==> config.mk <==
export PLATFORM = sky130hd
export DESIGN_NAME = kernel_mem_host
export DESIGN_NICKNAME = d
export VERILOG_FILES = /design/src/rtl/kernel_mem_host.sv
export SDC_FILE = /design/constraint.sdc
export NUM_CORES = 1
export LEC_CHECK = 0
export ABC_CLOCK_PERIOD_IN_PS = 6000
export CORE_UTILIZATION = 47
export DETAILED_ROUTE_END_ITERATION = 8
export PLACE_DENSITY = 0.68
export SETUP_SLACK_MARGIN = 0.4
export SLEW_MARGIN = 20
export SYNTH_ARGS = -nofsm -noshare
export SYNTH_HDL_FRONTEND = slang
export SYNTH_SLANG_ARGS = --single-unit
==> constraint.sdc <==
create_clock -name sys_clk -period 6 [get_ports sys_clk]
set_input_delay 1.2 -clock sys_clk [delete_from_list [all_inputs] [get_ports sys_clk]]
set_output_delay 1.2 -clock sys_clk [all_outputs]
set_load 0.005 [all_outputs]
==> src/rtl/kernel_mem_host.sv <==
// rtl/kernel_mem_host.sv - host companion for a kernel with one single-port memory argument
// Loads a RAM from a stream, starts the kernel, serves its memory port and returns its result.
module kernel_mem_host #(
  parameter int DEPTH = 16,
  parameter int AW    = 4,
  parameter int DW    = 32
) (
  input  logic          sys_clk,
  input  logic          sys_rst_n,
  input  logic          ld_valid,
  output logic          ld_ready,
  input  logic [DW-1:0] ld_data,
  input  logic          ld_last,
  output logic          res_valid,
  input  logic          res_ready,
  output logic [31:0]   res_data,
  output logic          err_oob,
  output logic          k_start,
  output logic [31:0]   k_n,
  input  logic          k_done,
  input  logic [31:0]   k_return_val,
  input  logic [31:0]   mem_address0,
  input  logic [DW-1:0] mem_d0,
  input  logic          mem_ce0,
  input  logic          mem_we0,
  output logic [DW-1:0] mem_q0
);

  localparam logic [1:0] ST_LOAD   = 2'd0;
  localparam logic [1:0] ST_START  = 2'd1;
  localparam logic [1:0] ST_WAIT   = 2'd2;
  localparam logic [1:0] ST_RESULT = 2'd3;

  localparam logic [31:0]   DEPTH_W  = 32'(DEPTH);
  localparam logic [AW-1:0] LAST_IDX = AW'(DEPTH - 1);

  logic [1:0]    state_q, state_d;
  logic [AW-1:0] wptr_q, wptr_d;
  logic [31:0]   k_n_q, k_n_d;
  logic [31:0]   res_data_q, res_data_d;
  logic [DW-1:0] mem_q0_q, mem_q0_d;
  logic          err_oob_q, err_oob_d;

  logic [DW-1:0] ram [DEPTH];
  logic          ram_we;
  logic [AW-1:0] ram_waddr;
  logic [DW-1:0] ram_wdata;

  logic port_live;
  logic addr_ok;

  // Host-side handshakes come straight from the state register: no input-to-output paths.
  assign ld_ready  = (state_q == ST_LOAD);
  assign res_valid = (state_q == ST_RESULT);
  assign k_start   = (state_q == ST_START);
  assign k_n       = k_n_q;
  assign res_data  = res_data_q;
  assign mem_q0    = mem_q0_q;
  assign err_oob   = err_oob_q;

  assign port_live = (state_q == ST_START) || (state_q == ST_WAIT);
  assign addr_ok   = (mem_address0 < DEPTH_W);

  always_comb begin
    state_d    = state_q;
    wptr_d     = wptr_q;
    k_n_d      = k_n_q;
    res_data_d = res_data_q;
    mem_q0_d   = mem_q0_q;
    err_oob_d  = err_oob_q;
    ram_we     = 1'b0;
    ram_waddr  = wptr_q;
    ram_wdata  = ld_data;

    case (state_q)
      ST_LOAD: begin
        if (ld_valid) begin
          ram_we = 1'b1;
          // A full buffer closes the burst regardless of ld_last.
          if (ld_last || (wptr_q == LAST_IDX)) begin
            k_n_d   = 32'(wptr_q) + 32'd1;
            wptr_d  = '0;
            state_d = ST_START;
          end else begin
            wptr_d = wptr_q + AW'(1);
          end
        end
      end
      ST_START: state_d = ST_WAIT;
      ST_WAIT: begin
        if (k_done) begin
          res_data_d = k_return_val;
          state_d    = ST_RESULT;
        end
      end
      default: begin
        if (res_ready) state_d = ST_LOAD;
      end
    endcase

    if (port_live && mem_ce0) begin
      if (!addr_ok) err_oob_d = 1'b1;
      if (mem_we0) begin
        if (addr_ok) begin
          ram_we    = 1'b1;
          ram_waddr = mem_address0[AW-1:0];
          ram_wdata = mem_d0;
        end
      end else begin
        mem_q0_d = addr_ok ? ram[mem_address0[AW-1:0]] : '0;
      end
    end
  end

  always_ff @(posedge sys_clk or negedge sys_rst_n) begin
    if (!sys_rst_n) begin
      state_q    <= ST_LOAD;
      wptr_q     <= '0;
      k_n_q      <= '0;
      res_data_q <= '0;
      mem_q0_q   <= '0;
      err_oob_q  <= 1'b0;
    end else begin
      state_q    <= state_d;
      wptr_q     <= wptr_d;
      k_n_q      <= k_n_d;
      res_data_q <= res_data_d;
      mem_q0_q   <= mem_q0_d;
      err_oob_q  <= err_oob_d;
    end
  end

  // RAM contents survive reset.
  always_ff @(posedge sys_clk) begin
    if (ram_we) ram[ram_waddr] <= ram_wdata;
  end

endmodule

==> results.py <==
metrics = {
    "status": {
        "status": "complete, no violations",
    },
    "die": {
        "dieArea_sq_um": 53000,
        "fp.dieH_um": 230,
        "core_sq_um": 51400,
        "die_w_um": 230,
        "rows": 83,
        "io_pins": 236,
        "initial_core_util_pct": 47.7,
    },
    "timing": {
        "finalSetupTns_ns": 0,
        "worstMarginPinSlew_ns": 0.998,
        "setup_viol": 0,
        "max_slew_margin_pct": 33.5,
        "rsz0062_at_grt": "false",
        "timing.final.crit_share_pct": 64.0,
        "hold_viol_final": 0,
        "worst_clock_skew_ns": 0.0167,
        "fmax_mhz": 260,
        "finalCriticalPeriod_ns": 3.84,
        "final-max-slew-violation-count": 0,
    },
    "grt": {
        "grt_pass1_vias": 14429,
        "grt_remaining_overflow": 0,
        "grt_pass1_wl_um": 88200,
        "grt_usage_pct": 22.2,
        "antenna_found_initial": 2,
        "grt_max_degree": 149,
    },
    "synthesis": {
        "yosys.area.top_type": "edfxtp_1",
        "ys.flop_type": "edfxtp_1",
        "synthTopCellsByArea": "edfxtp_1 (63%), dfrtp_1 (7.8%), mux2i_1 (5.9%), mux2_2 (5.1%), o22ai_1 (2.5%)",
        "ys_warn_count": 0,
        "yosysSeqAreaShare_pct": 70.5,
        "synthCells": 1516,
        "synthArstFlopShare_pct": 12.9,
        "syn_avg_cell_area_sq_um": 16.2,
        "synth_top_cell_area_share_pct": 62.8,
        "synthTopCellsByCount": "edfxtp_1 (512), mux2i_1 (144), mux2_2 (111)",
        "ys_types": 48,
        "synth.cell_area_sq_um": 24500,
        "synth_most_common_cell": "edfxtp_1",
        "synth_edf_count": 512,
        "ys_ff_latch": 588,
    },
    "placed_design": {
        "place_hpwl_um": 33400,
        "place_congestion": 0.832,
        "placedCellCount": 2335,
        "placed_area_sq_um": 27200,
        "io_buffers": 208,
    },
    "clock_network": {
        "cts_tree": "done",
        "post_cts_buffers": 0,
        "cts_root_buf": "clkbuf_16",
        "ctsResizeCount": 0,
        "clk_pin_slew_ns": 0.06,
        "cts_max_level": 2,
        "hold_buffers": 0,
        "clockBufferDepth": 3,
        "insertion_delay_ns": 0.63,
        "numCtsBuffers": 60,
        "clock_sinks": 588,
    },
    "finish": {
        "utilization_pct": 56.9,
        "fin_cells": 2448,
        "nets": 1858,
        "synthToLayoutAreaGrowth_pct": 19.4,
        "num_antenna_cells": 0,
        "drive_above_1_share_pct": 16.5,
        "final_cell_area_sq_um": 29200,
        "fillers": 3935,
        "multi_input_area_sq_um": 6540,
        "regArea_sq_um": 17300,
    },
    "worst_hold_path": {
        "hold_path.class": "flop to flop",
        "whs_path_depth": 1,
        "hold_end": "err_oob$_DFFE_PN0P_",
        "hp-start": "err_oob$_DFFE_PN0P_",
    },
    "worst_setup_path": {
        "r2r_end": "ram[7][5]$_DFFE_PP_",
        "r2r_cells": 6,
        "worstSetupPathType": "primary input to flop",
        "rr_startpoint": "state_q[1]$_DFFE_PN0P_",
        "r2r_setup_slack_ns": 2.61,
        "endpoint_kind": "flop",
        "crit_fanout": 24,
        "required_ns": 6.25,
        "critPathArrivalTime_ns": 4.09,
        "start_kind": "primary input",
    },
    "run": {
        "max_cap_viol_count": 0,
    },
    "route": {
        "routed_via_density": 5.73,
        "drtAntennaViolNets": 0,
        "wl_um": 58700,
        "dr.first_iter.drc_count": 1129,
        "vias": 14028,
        "post_drt_wl_per_cell_um": 24.0,
        "drt_pass1_iterations": 5,
        "drc_errors": 0,
    },
    "power": {
        "vdd_ir_drop_max_v": 0.000240,
        "cellLeakagePower_uw": 0.00994,
        "power_density_nw_per_um2": 337,
    },
}
## stage by stage
stage               total power (uW)  hold slack [ns]  setup slack [ns]
floorplan                       5510            0.465              1.67
finish                          9850            0.476              2.16
global route                   10200            0.501              2.00
global placement                6120            0.461              1.53
CTS                             9920            0.483              2.12
detailed placement              6140            0.478              1.47
## routing by layer
metal	global-route usage, %	share of wire [%]
met4	6.13	1.9
met3	3.37	5.7
met2	37.3	49
met1	30.1	43
met5	0	0
## layout by cell type (no fill, tap or decap), drive strengths merged, types with 39 or more instances in the layout
| master | n |
|---|---|
| mux2i | 144 |
| nor4 | 39 |
| dfrtp | 76 |
| clkbuf | 74 |
| nor2b | 72 |
| mux2 | 129 |
| a211oi | 98 |
| edfxtp | 512 |
| o22ai | 96 |
| clkdlybuf4s50 | 205 |
## sequential cells by signal, indices dropped and copies added, names as in the netlist
signal / cells
k_n: 5
ram: 512
res_data: 32
state_q: 2
err_oob: 1
mem_q0: 32
wptr_q: 4
## worst max path at each step
| stage | from | endpoint | slack, ns | cells after the start |
|---|---|---|---|---|
| after floorplan | mem_address0[28] | ram[4][0]$_DFFE_PP_ | 1.67 | 6 |
| after global placement | mem_address0[28] | ram[2][13]$_DFFE_PP_ | 1.53 | 6 |
| after detailed placement | mem_address0[31] | ram[2][11]$_DFFE_PP_ | 1.47 | 6 |
| after CTS | mem_address0[31] | ram[2][31]$_DFFE_PP_ | 2.12 | 6 |
| after global routing | mem_address0[22] | ram[2][8]$_DFFE_PP_ | 2.00 | 6 |
| final | mem_address0[31] | ram[7][5]$_DFFE_PP_ | 2.16 | 6 |
## final cells by class
class	instances	area share, %
Clock buffer	74	5.49
Tap cell	680	2.91
Clock inverter	39	1.44
Sequential cell	588	59.1
Inverter	35	0.449
Multi-Input combinational cell	792	22.4
Timing Repair Buffer	240	8.28
## critical path: stages
cell and delay [ns]:
clkdlybuf4s50_1 0.42, nor4_1 0.28, and4_1 0.30, and3_4 0.70, mux2i_4 0.60, buf_4 0.53
## report_power, final
| part | internal [uW] | total, uW | leakage [uW] | switching (uW) |
|---|---|---|---|---|
| combinational | 605 | 1250 | 0.00336 | 642 |
| clock | 2240 | 3790 | 0.000990 | 1550 |
| sequential | 4690 | 4810 | 0.00558 | 122 |
## cell families (layout without fill, tap and decap cells)
family                     count (synthesis)  after routing  share of synthesized area, %
AOI/OAI and AO/OA                        273            273                          8.43
xor gates and xnor gates                   2              2                        0.0715
adders and majority gates                  5              5                         0.255
buffers and inverters                    162            388                          4.07
DFF                                      588            588                          70.5
muxes                                    273            273                          11.9
other                                      1             27                        0.0153
and+or+nand+nor                          212            212                          4.76
(Power assumes the default switching activity.)
